### src/rtl/bru_pkg.sv
// Shared types and constants for the EX-stage branch resolution unit.
// Optional statistics counters are enabled with the BRU_STATS_EN macro.
package bru_pkg;

  localparam int XLEN    = 32;
  localparam int PC_STEP = 4;

  typedef enum logic {
    IDLE  = 1'b0,
    FLUSH = 1'b1
  } bru_state_e;

  // ID->EX entry. pc/imm are kept width-generic in the top, so this carries
  // the XLEN-wide default shape used for the package-level description.
  typedef struct packed {
    logic            valid;
    logic            is_branch;
    logic            pred;
    logic [XLEN-1:0] pc;
    logic [XLEN-1:0] imm;
  } ex_entry_t;

  // Control-only part of the entry, independent of the PC width.
  typedef struct packed {
    logic valid;
    logic is_branch;
    logic pred;
  } ex_ctrl_t;

endpackage

### src/rtl/bru_flush_fsm.sv
// Flush sequencer: on start, holds flush high for exactly FLUSH_CYCLES cycles.
// Part of branch_resolve_unit (optional BRU_STATS_EN feature lives in the top).
module bru_flush_fsm
  import bru_pkg::*;
#(
  parameter int FLUSH_CYCLES = 2
) (
  input  logic clk,
  input  logic rst_n,
  input  logic start,
  output logic flush,
  output logic idle
);

  localparam logic [2:0] CNT_LOAD = 3'(FLUSH_CYCLES - 1);

  bru_state_e state_q, state_d;
  logic [2:0] cnt_q, cnt_d;

  // State and down-counter registers.
  always_ff @(posedge clk or negedge rst_n) begin
    // NOTE: sequential state uses non-blocking assignments so every flop
    // samples pre-edge values regardless of statement order.
    if (!rst_n) begin
      state_q <= IDLE;
      cnt_q   <= '0;
    end else begin
      state_q <= state_d;
      cnt_q   <= cnt_d;
    end
  end

  // Next-state, counter and output decode.
  always_comb begin
    // NOTE: every signal gets a default first so no path leaves it
    // unassigned, which would otherwise infer a latch.
    state_d = state_q;
    cnt_d   = cnt_q;
    flush   = 1'b0;
    idle    = 1'b0;
    unique case (state_q)
      IDLE: begin
        idle = 1'b1;
        if (start) begin
          state_d = FLUSH;
          cnt_d   = CNT_LOAD;
        end
      end
      FLUSH: begin
        flush = 1'b1;
        if (cnt_q == 3'd0) state_d = IDLE;
        else               cnt_d   = cnt_q - 3'd1;
      end
      default: state_d = IDLE;
    endcase
  end

endmodule

### src/rtl/branch_resolve_unit.sv
// EX-stage branch resolution: compares the carried prediction with the ALU
// condition, pulses the predictor update, and redirects/flushes on mispredict.
// Optional macro BRU_STATS_EN builds saturating branch/mispredict counters.
module branch_resolve_unit
  import bru_pkg::*;
#(
  parameter int XLEN         = bru_pkg::XLEN,
  parameter int FLUSH_CYCLES = 2,
  parameter int CNT_W        = 16
) (
  input  logic            clk,
  input  logic            rst_n,
  input  logic            stall,
  input  logic            id_valid,
  input  logic            id_is_branch,
  input  logic            id_pred_taken,
  input  logic [XLEN-1:0] id_pc,
  input  logic [XLEN-1:0] id_imm,
  input  logic            ex_cond_true,
  output logic            branchex,
  output logic            outcome,
  output logic            redirect_valid,
  output logic [XLEN-1:0] redirect_pc,
  output logic            flush,
  output logic [CNT_W-1:0] mispredict_cnt,
  output logic [CNT_W-1:0] branch_cnt
);

  ex_ctrl_t        ex_ctrl;
  logic [XLEN-1:0] ex_pc;
  logic [XLEN-1:0] ex_imm;

  logic fsm_idle;
  logic resolve;
  logic act;
  logic mis;

  assign resolve = ex_ctrl.valid & ex_ctrl.is_branch & ~stall & fsm_idle;
  assign act     = ex_cond_true;
  assign mis     = resolve & (act != ex_ctrl.pred);

  // ID->EX pipeline register; wrong-path instructions enter as invalid.
  always_ff @(posedge clk or negedge rst_n) begin
    // NOTE: pc/imm are reset along with the control bits; they are plain
    // flops, not a memory array, so a reset costs nothing and keeps
    // simulation free of X on the redirect datapath.
    if (!rst_n) begin
      ex_ctrl <= '0;
      ex_pc   <= '0;
      ex_imm  <= '0;
    end else if (!stall) begin
      ex_ctrl.valid     <= id_valid & ~flush;
      ex_ctrl.is_branch <= id_is_branch;
      ex_ctrl.pred      <= id_pred_taken;
      ex_pc             <= id_pc;
      ex_imm            <= id_imm;
    end
  end

  // Registered resolution outputs; pulses last one cycle, data holds.
  always_ff @(posedge clk or negedge rst_n) begin
    if (!rst_n) begin
      branchex       <= 1'b0;
      outcome        <= 1'b0;
      redirect_valid <= 1'b0;
      redirect_pc    <= '0;
    end else begin
      branchex       <= resolve;
      redirect_valid <= mis;
      if (resolve) outcome <= act;
      if (mis)     redirect_pc <= act ? (ex_pc + ex_imm) : (ex_pc + XLEN'(PC_STEP));
    end
  end

  bru_flush_fsm #(
    .FLUSH_CYCLES (FLUSH_CYCLES)
  ) u_flush_fsm (
    .clk   (clk),
    .rst_n (rst_n),
    .start (mis),
    .flush (flush),
    .idle  (fsm_idle)
  );

`ifdef BRU_STATS_EN
  // Saturating statistics counters, stepped by the output pulses.
  always_ff @(posedge clk or negedge rst_n) begin
    if (!rst_n) begin
      branch_cnt     <= '0;
      mispredict_cnt <= '0;
    end else begin
      if (branchex && (branch_cnt != '1))           branch_cnt     <= branch_cnt + 1'b1;
      if (redirect_valid && (mispredict_cnt != '1)) mispredict_cnt <= mispredict_cnt + 1'b1;
    end
  end
`else
  assign branch_cnt     = '0;
  assign mispredict_cnt = '0;
`endif

endmodule

### config.mk
export PLATFORM = sky130hd
export DESIGN_NAME = branch_resolve_unit
export DESIGN_NICKNAME = d
export VERILOG_FILES = /design/src/rtl/bru_pkg.sv /design/src/rtl/bru_flush_fsm.sv /design/src/rtl/branch_resolve_unit.sv
export SDC_FILE = /design/constraint.sdc
export NUM_CORES = 1
export LEC_CHECK = 0
export ABC_AREA = 1
export BUFFER_PORTS_ARGS = -buffer_cell sky130_fd_sc_hd__buf_2
export CAP_MARGIN = 10
export CORE_MARGIN = 5
export CORE_UTILIZATION = 45
export CTS_CLUSTER_DIAMETER = 100
export DETAILED_ROUTE_END_ITERATION = 10
export GPL_TIMING_DRIVEN = 0
export HOLD_SLACK_MARGIN = 0.06
export PLACE_DENSITY = 0.67
export SKIP_CTS_REPAIR_TIMING = 1
export SKIP_LAST_GASP = 1
export SYNTH_ARGS = -nofsm -noshare
export SYNTH_HDL_FRONTEND = slang
export SYNTH_SLANG_ARGS = --single-unit
### constraint.sdc
create_clock -name clk -period 2.3 [get_ports clk]
set_clock_uncertainty 0.15 [all_clocks]
set_input_delay 0.115 -clock clk [delete_from_list [all_inputs] [get_ports clk]]
set_output_delay 0.115 -clock clk [all_outputs]
set_load 0.01 [all_outputs]
Word-level counts from Yosys, hierarchy flattened
Cells that the tools add are included.

word-level totals
  register bits = 106
  input port bits = 71
  output and inout bits = 68

operators by class
  $add $sub $neg = 3
  eq/ne operators = 3
  muxes and demuxes = 9
  bitwise logic cells = 8
  reduce and logical (&&, ||, !) cells = 2

operators by type and width
  operator                                          count
  adder 32 x 3 -> 32 bit, second input constant     1
  adder 32 bit                                      1
  two-way mux 32 bit                                1
  two-way mux 3 bit                                 2
  case mux 3 bit (2 select lines)                   1
  AND 1 bit                                         5
  two-way mux 1 bit                                 4
  != test 2 bit, second input constant              2
  logical NOT 3 bit                                 1
  NOT 1 bit                                         3
  subtractor 3 x 1 -> 3 bit, second input constant  1
  case mux 1 bit (2 select lines)                   1
  AND reduction 2 bit                               1
  != test 1 bit                                     1

Depth between registers and ports, before layout
Gate-level depths: netlist (run 1).

  word-level depth = 6
  mapped depth = 13
  depth with buffers taken out = 13

By module
A second synthesis (run 1) with hierarchy kept.

second synthesis, totals
  cells, all modules = 1160
  area, all modules = 7574.8 µm²

modules (own cells, without submodules)
  module               times used  cells an instance  area an instance (µm²)
  branch_resolve_unit  1           1134               7364.6
  bru_flush_fsm        1           26                 210.2

Least setup slack after synthesis (run 1)
OpenSTA, ideal clock, no wires.

  path type = register to register
  start point = reg ex_pc[0]
  end point = reg redirect_pc[28]
  setup time = 77 ps
  arrival = 1843 ps
  data required time = 2073 ps
  slack = 229 ps
  cell stages (with the launch flop) = 14
  buffers on the path = 0
  clock period less this slack = 2071 ps
  path through = dfrtp_1 ha_1 fa_1 nand3_1 nand3_1 nand2_1 nand2_1 nand2_1 nand2_1 nand2_1 nand2_1 nand2_1 nand3_1 a21oi_1

on the way
  longest elaborated chain between the ends = 2
  elaborated cells on any way between the ends = 3
  classes of those cells = add/sub: 2; mux: 1

RTL lines
  what                                                           RTL line                   text
  from (decl)                                                    branch_resolve_unit.sv:30  logic [XLEN-1:0] ex_pc;
  from (signal assigned)                                         branch_resolve_unit.sv:55  ex_pc <= id_pc;
  adder 32 x 3 -> 32 bit / adder 32 bit (equally long branches)  branch_resolve_unit.sv:71  if (mis) redirect_pc <= act ? (ex_pc + ex_imm) : (ex_pc + XLEN'(PC_STEP));
  two-way mux 32 bit (*)                                         branch_resolve_unit.sv:71
  to (signal assigned)                                           branch_resolve_unit.sv:71
  to (decl)                                                      branch_resolve_unit.sv:23  output logic [XLEN-1:0] redirect_pc,

Mark *: on every way between the ends. The rest lies on a longest branch, timed or not.
A chain may end at the register's enable or synchronous reset.

Worst setup path in the final report (run 1)
  start point = reg ex_pc[14]
  end point = reg redirect_pc[27]

The elaborated chain is that of the path after synthesis.

==> impl_metrics.csv, run 1 <==
group,metric,value,unit
outcome,status,"finished clean",
drt,drc,0,
drt,initialDrtViolationCount,713,
clock_tree,cts_tree,"done",
critical_path,reg2reg_from,"ex_pc[14]$_DFFE_PN0N_",
min_path,whs_endpoint,"redirect_pc[16]$_DFFE_PN0P_",
critical_path,worstReg2RegEnd,"redirect_pc[27]$_DFFE_PN0P_",
global_route,grt_max_degree,56,
floorplan,num_io_pins,139,
synthesis,synth_mux_area_share,0,%
floorplan,core_area,16500,µm²
clock_tree,cts_sinks,106,
clock_tree,clk_pin_slew_worst_paths,0.08,ns
layout,fillCellCount,1596,
synthesis,synth_cells,1141,
timing,fin_crit,2.29,ns
power,power_leakage,5.24,nW
power,p_per_area,689,nW/µm²
critical_path,cp.arrival,2.43,ns
synthesis,synth_area_leaders,"dfrtp_1 (35%), nand2_1 (23%), inv_1 (7.1%)",
drt,wl,25500,µm
synthesis,ys_async_sr_fraction,100,%
layout,fin_cells,1589,
global_route,antenna_found_initial,0,
synthesis,synth-edff-count,0,
timing,worst_pin_slew,0.813,ns
timing,fin_crit_sh,99.4,%
critical_path,crit_path_start_kind,"flop",
synthesis,yosys.area.top_type,"dfrtp_1",
critical_path,worstPathCellList,"ha_2 > nand2_2 > nor2_1 > nand2_1 > nor2_1 > nand2_1 > nand3_1 > nand3_1 > a21oi_2",
global_route,grt_overflow,0,
critical_path,path_max_fanout,5,
floorplan,die_height,139,µm
power,power,6.80,mW
clock_tree,htreeDepth,3,
synthesis,synth_top_area_share,35.4,%
critical_path,path_buf_inv,0,
layout,drive_gt1_share,19.5,%
timing,whs,0.149,ns
synthesis,yosys.area_share.simple,35.5,%
critical_path,crit_required,2.44,ns
floorplan,num_rows,47,
synthesis,synth_area_per_cell,6.58,µm²
drt,vias_per_cell,4.88,
layout,n_antenna_cell,0,
timing,fmax,437,MHz
synthesis,yosys_warnings,0,
timing,rsz0062_at_grt,"yes",
synthesis,ys_ff_latch,106,
min_path,hp-start,"ex_cond_true",
global_route,grt_util_all_layers,24.8,%
critical_path,critPathTopFamily,"simple AND/OR/NAND/NOR gates",
critical_path,r2r_cells,9,
clock_tree,cts_made_buffers,9,
layout,fin_area,9860,µm²
drt,wl_per_cell,16.0,µm
drt,detail-route-antenna-nets,0,
flow_run,drv_cap,0,
layout,multiInputGateArea,4450,µm²
min_path,hold_path_class,"input pin to flop",
global_route,grt_pass1_wl,37700,µm
placement,preCtsSetupSlack,-0.279,ns
drt,num_vias,7747,
placement,place_congestion,0.984,
synthesis,synth_xor_area_share,2.33,%
synthesis,synth_top_family_by_area,"simple AND/OR/NAND/NOR gates",
synthesis,synthFlopType,"dfrtp_1",
clock_tree,insertion_delay,0.37,ns
timing,finalSetupViolations,0,
timing,setup_slack,0.0143,ns
synthesis,netlist_area,7500,µm²
timing,final_hold_viol_count,0,
critical_path,rrSetupSlack,0.01,ns
timing,maxSlewHeadroom,45.8,%
floorplan,die_w,139,µm
critical_path,critPathSlowestCell,"dfrtp_2",
placement,dp_cells,1499,
synthesis,post-synth-top-count-cell,"nand2_1",
clock_tree,clockBufferDepth,2,
synthesis,synth_seq_area_share,35.4,%
clock_tree,root_buffer,"clkbuf_16",
synthesis,synth_common_cells,"nand2_1 (460), inv_1 (141), dfrtp_1 (106), nor2_1 (90), a21oi_1 (75)",
timing,slew_violations,0,
layout,area_delta_synth_final,31.4,%
layout,final_nets,1470,
placement,placed_cell_area,8460,µm²
global_route,grt_pass1_vias,7048,
floorplan,start_util,45.6,%
power,ir_drop,0.427,mV
critical_path,endpoint_kind,"flop",
drt,drtPass1Iterations,5,
critical_path,path_class,"flop to flop",
synthesis,synth-adder-area-share,5.94,%
critical_path,cp.depth,9,
synthesis,synth-compound-area-share,8.97,%
critical_path,slowest_delay,0.47,ns
placement,dp_hpwl,19200,µm
floorplan,die_area,19400,µm²
placement,io_buffer_count,106,
synthesis,ys_types,37,
min_path,hold_path_depth,6,
layout,seq_area,2670,µm²
worst reg2reg max path: stages, from the launching register on:
cell	delay, ns
dfrtp_2	0.47
ha_2	0.40
nand2_2	0.12
nor2_1	0.30
nand2_1	0.12
nor2_1	0.10
nand2_1	0.11
nand3_1	0.11
nand3_1	0.16
a21oi_2	0.18
how the worst max path moves through the flow:
stage | from | endpoint | slack [ns]
3_5_place_dp | ex_pc[0]$_DFFE_PN0N_ | redirect_pc[28]$_DFFE_PN0P_ | -0.28
3_3_place_gp | rst_n | ex_imm[20]$_DFFE_PN0N_ | -0.28
6_report | ex_pc[14]$_DFFE_PN0N_ | redirect_pc[27]$_DFFE_PN0P_ | 0.01
4_1_cts | ex_pc[0]$_DFFE_PN0N_ | redirect_pc[28]$_DFFE_PN0P_ | -0.33
2_1_floorplan | ex_pc[0]$_DFFE_PN0N_ | redirect_pc[28]$_DFFE_PN0P_ | 0.23
5_1_grt | ex_pc[0]$_DFFE_PN0N_ | redirect_pc[28]$_DFFE_PN0P_ | -0.08
sequential cells by signal, indices dropped and copies added (netlist names), 3 cells and up:
signal,count
ex_ctrl,3
ex_imm,32
ex_pc,32
redirect_pc,32
u_flush_fsm.cnt_q,3
through the flow:
stage | util (%) | TNS, ns
after global routing | 59.9 | -0.346
after floorplan | - | 0
final | 59.9 | 0
after CTS | 53.1 | -1.60
after global placement | 51.2 | -29.37
after detailed placement | 51.4 | -1.13
cell type report:
type | count | area share, %
multi-input combinational | 864 | 45.1
buffer | 58 | 3.57
tap | 220 | 2.79
clock inverter | 6 | 0.672
inverter | 144 | 5.48
sequential | 106 | 27.0
clock buffer | 10 | 2.32
timing repair buffer | 181 | 13.1
power breakdown:
group          leakage (nW)  switching [mW]  internal (mW)
Clock                 0.140           0.772          0.851
Sequential             1.27           0.330           2.29
Combinational          3.83            1.51           1.04
Total                  5.24            2.61           4.19
layout by cell type, fill, tap and decap left out, drive strengths merged, types with 3 or more instances in the layout:
cell	netlist	final
inv	144	145
xnor2	3	3
clkbuf	19	29
conb	1	32
nand3b	10	10
or2	3	3
dlygate4sd3	0	69
nand3	54	54
dfrtp	106	106
nand4	3	3
a21oi	76	76
buf	39	151
o21ai	41	41
nor3	16	16
a31oi	6	6
xor2	17	17
ha	34	34
nand2	464	464
nor2	96	96
logic make-up after synthesis:
kind of cell	after synthesis
adder cells (fa/ha/maj)	35
buffers and inverters	202
AND/OR/NAND/NOR	648
AO/OA/AOI/OAI	129
XOR/XNOR	20
other	1
flip-flops	106
layer usage:
metal	vias up	track usage [%]	share of wire, %	routed length (µm)
met4	0	8.14	2.9	736
met3	44	3.24	5.9	1510
met1	3482	35.9	47	11900
li1	3939	-	-	-
met5	-	0	0	0
met2	282	38.4	44	11300
Power figures use the tool's default switching activity.
==> inputs of run 2 (changes only) <==
--- a/config.mk
+++ b/config.mk
@@ -15,6 +15,7 @@
 export GPL_TIMING_DRIVEN = 0
 export HOLD_SLACK_MARGIN = 0.06
 export PLACE_DENSITY = 0.67
+export RECOVER_POWER = 25
 export SKIP_CTS_REPAIR_TIMING = 1
 export SKIP_LAST_GASP = 1
 export SYNTH_ARGS = -nofsm -noshare
==> run 2 against run 1 <==
Effect of this change:
- final area is 0.13% lower
- flip-flop and latch count stayed put
- count of clock-buffer cells in the layout stayed put
- critical endpoint unchanged
==> impl_metrics.csv, run 2 (synthesis gave the netlist of run 1 again) <==
group,metric,value,unit
outcome,status,"finished clean",
layout,area_delta_synth_final,31.3,%
clock_tree,clockBufferDepth,2,
drt,vias_per_cell,4.88,
drt,detail-route-antenna-nets,0,
critical_path,crit_required,2.44,ns
clock_tree,cts_tree,"done",
clock_tree,clk_pin_slew_worst_paths,0.08,ns
global_route,grt_pass1_wl,37700,µm
global_route,grt_max_degree,56,
timing,worst_pin_slew,1.35,ns
drt,drtPass1Iterations,5,
critical_path,crit_path_start_kind,"flop",
layout,fin_area,9850,µm²
clock_tree,root_buffer,"clkbuf_16",
timing,fin_crit,2.28,ns
timing,setup_tns,0,ns
clock_tree,cts_sinks,106,
placement,place_congestion,0.984,
floorplan,num_rows,47,
power,p_per_area,689,nW/µm²
global_route,grt_pass1_vias,7048,
timing,whs,0.149,ns
flow_run,drv_cap,0,
placement,io_buffer_count,106,
power,ir_drop,0.427,mV
layout,top_regs,"ex_imm: 32 flops, ex_pc: 32 flops, redirect_pc: 32 flops",
clock_tree,insertion_delay,0.37,ns
timing,finalSetupViolations,0,
drt,initialDrtViolationCount,716,
critical_path,endpoint_kind,"flop",
floorplan,core_area,16500,µm²
layout,drive_gt1_share,18.9,%
layout,n_antenna_cell,0,
global_route,grt_overflow,0,
power,power_leakage,5.21,nW
drt,wl_per_cell,16.0,µm
layout,final_nets,1470,
floorplan,start_util,45.6,%
layout,final_common_cell,"nand2_1",
floorplan,die_height,139,µm
critical_path,path_class,"flop to flop",
timing,maxSlewHeadroom,10.2,%
global_route,antenna_found_initial,0,
clock_tree,cts_made_buffers,9,
critical_path,worstPathCellList,"ha_2 > nand2_2 > nor2_1 > nand2_1 > nor2_1 > nand2_1 > nand3_1 > nand3_1 > a21oi_2",
floorplan,num_io_pins,139,
critical_path,slowest_delay,0.46,ns
drt,num_vias,7747,
placement,placed_cell_area,8460,µm²
min_path,hold_path_class,"input pin to flop",
drt,drc,0,
placement,dp_hpwl,19200,µm
critical_path,cp.arrival,2.43,ns
timing,fmax,438,MHz
clock_tree,htreeDepth,3,
critical_path,rrSetupSlack,0.02,ns
drt,wl,25500,µm
floorplan,die_area,19400,µm²
timing,fin_crit_sh,99.3,%
timing,slew_violations,0,
layout,fillCellCount,1600,
global_route,grt_util_all_layers,24.8,%
floorplan,die_w,139,µm
critical_path,path_max_fanout,5,
critical_path,critPathSlowestCell,"dfrtp_2",
layout,mostFrequentLayoutCells,"nand2_1 (439), inv_1 (141), buf_2 (99), dfrtp_1 (96), nor2_1 (82)",
timing,rsz0062_at_grt,"yes",
timing,final_hold_viol_count,0,
## run 2: cell types whose count changed in the layout (fill, tap and decap cells not counted)
cell and delta:
buf_2 -8, clkbuf_1 +8, buf_4 -1, clkbuf_2 +1
## run 2: final timing paths
kind / from / endpoint / depth (start not counted)
max reg2reg: ex_pc[14]$_DFFE_PN0N_ / redirect_pc[27]$_DFFE_PN0P_ / 9
min reg2reg: ex_ctrl[2]$_DFFE_PN0N_ / ex_ctrl[2]$_DFFE_PN0N_ / 2
max: ex_pc[14]$_DFFE_PN0N_ / redirect_pc[27]$_DFFE_PN0P_ / 9
min: ex_cond_true / redirect_pc[16]$_DFFE_PN0P_ / 6
max in group asynchronous: rst_n / ex_pc[18]$_DFFE_PN0N_ / 2
min in group asynchronous: rst_n / ex_pc[3]$_DFFE_PN0N_ / 2
## run 2: report_power, final
group | switching, mW | leakage, nW | internal (mW) | total, mW
clock network | 0.772 | 0.140 | 0.851 | 1.62
logic | 1.51 | 3.80 | 1.03 | 2.54
registers | 0.333 | 1.27 | 2.29 | 2.62
## run 2: per-layer routing
metal | global-route usage (%) | wire (µm) | up-vias | part of all wire (%)
met3 | 3.24 | 1520 | 44 | 6.0
met4 | 8.14 | 733 | 0 | 2.9
met1 | 35.9 | 11900 | 3484 | 47
li1 | - | - | 3937 | -
met5 | 0 | 0 | - | 0
met2 | 38.4 | 11300 | 282 | 44
## run 2: worst max-delay path: cells and delay by family, from the launching register on
family	cells	cell delay [ns]
AO/OA/AOI/OAI	1	0.18
AND/OR/NAND/NOR	7	1.02
adder cells (fa/ha/maj)	1	0.40
flip-flops	1	0.46
## run 2: final cells by class
class | instances | area (µm²) | area share (%)
plain buffers | 58 | 352 | 3.57
multi-input cells | 864 | 4450 | 45.1
inverters | 144 | 541 | 5.49
well taps | 220 | 275 | 2.79
flip-flops and latches | 106 | 2670 | 27.1
repair buffers | 181 | 1280 | 13.0
clock inverters | 6 | 66.3 | 0.673
clock buffers | 10 | 229 | 2.32
## run 2: metrics by stage
step	setup WS [ns]	util (%)	power, mW	std cells
2_1_floorplan	0.229	-	4.00	1172
3_3_place_gp	-0.279	51.2	4.83	1498
3_5_place_dp	-0.279	51.4	4.87	1499
4_1_cts	-0.334	53.1	6.49	1515
5_1_grt	-0.0845	59.8	7.19	1589
6_report	0.0161	59.8	6.78	1589
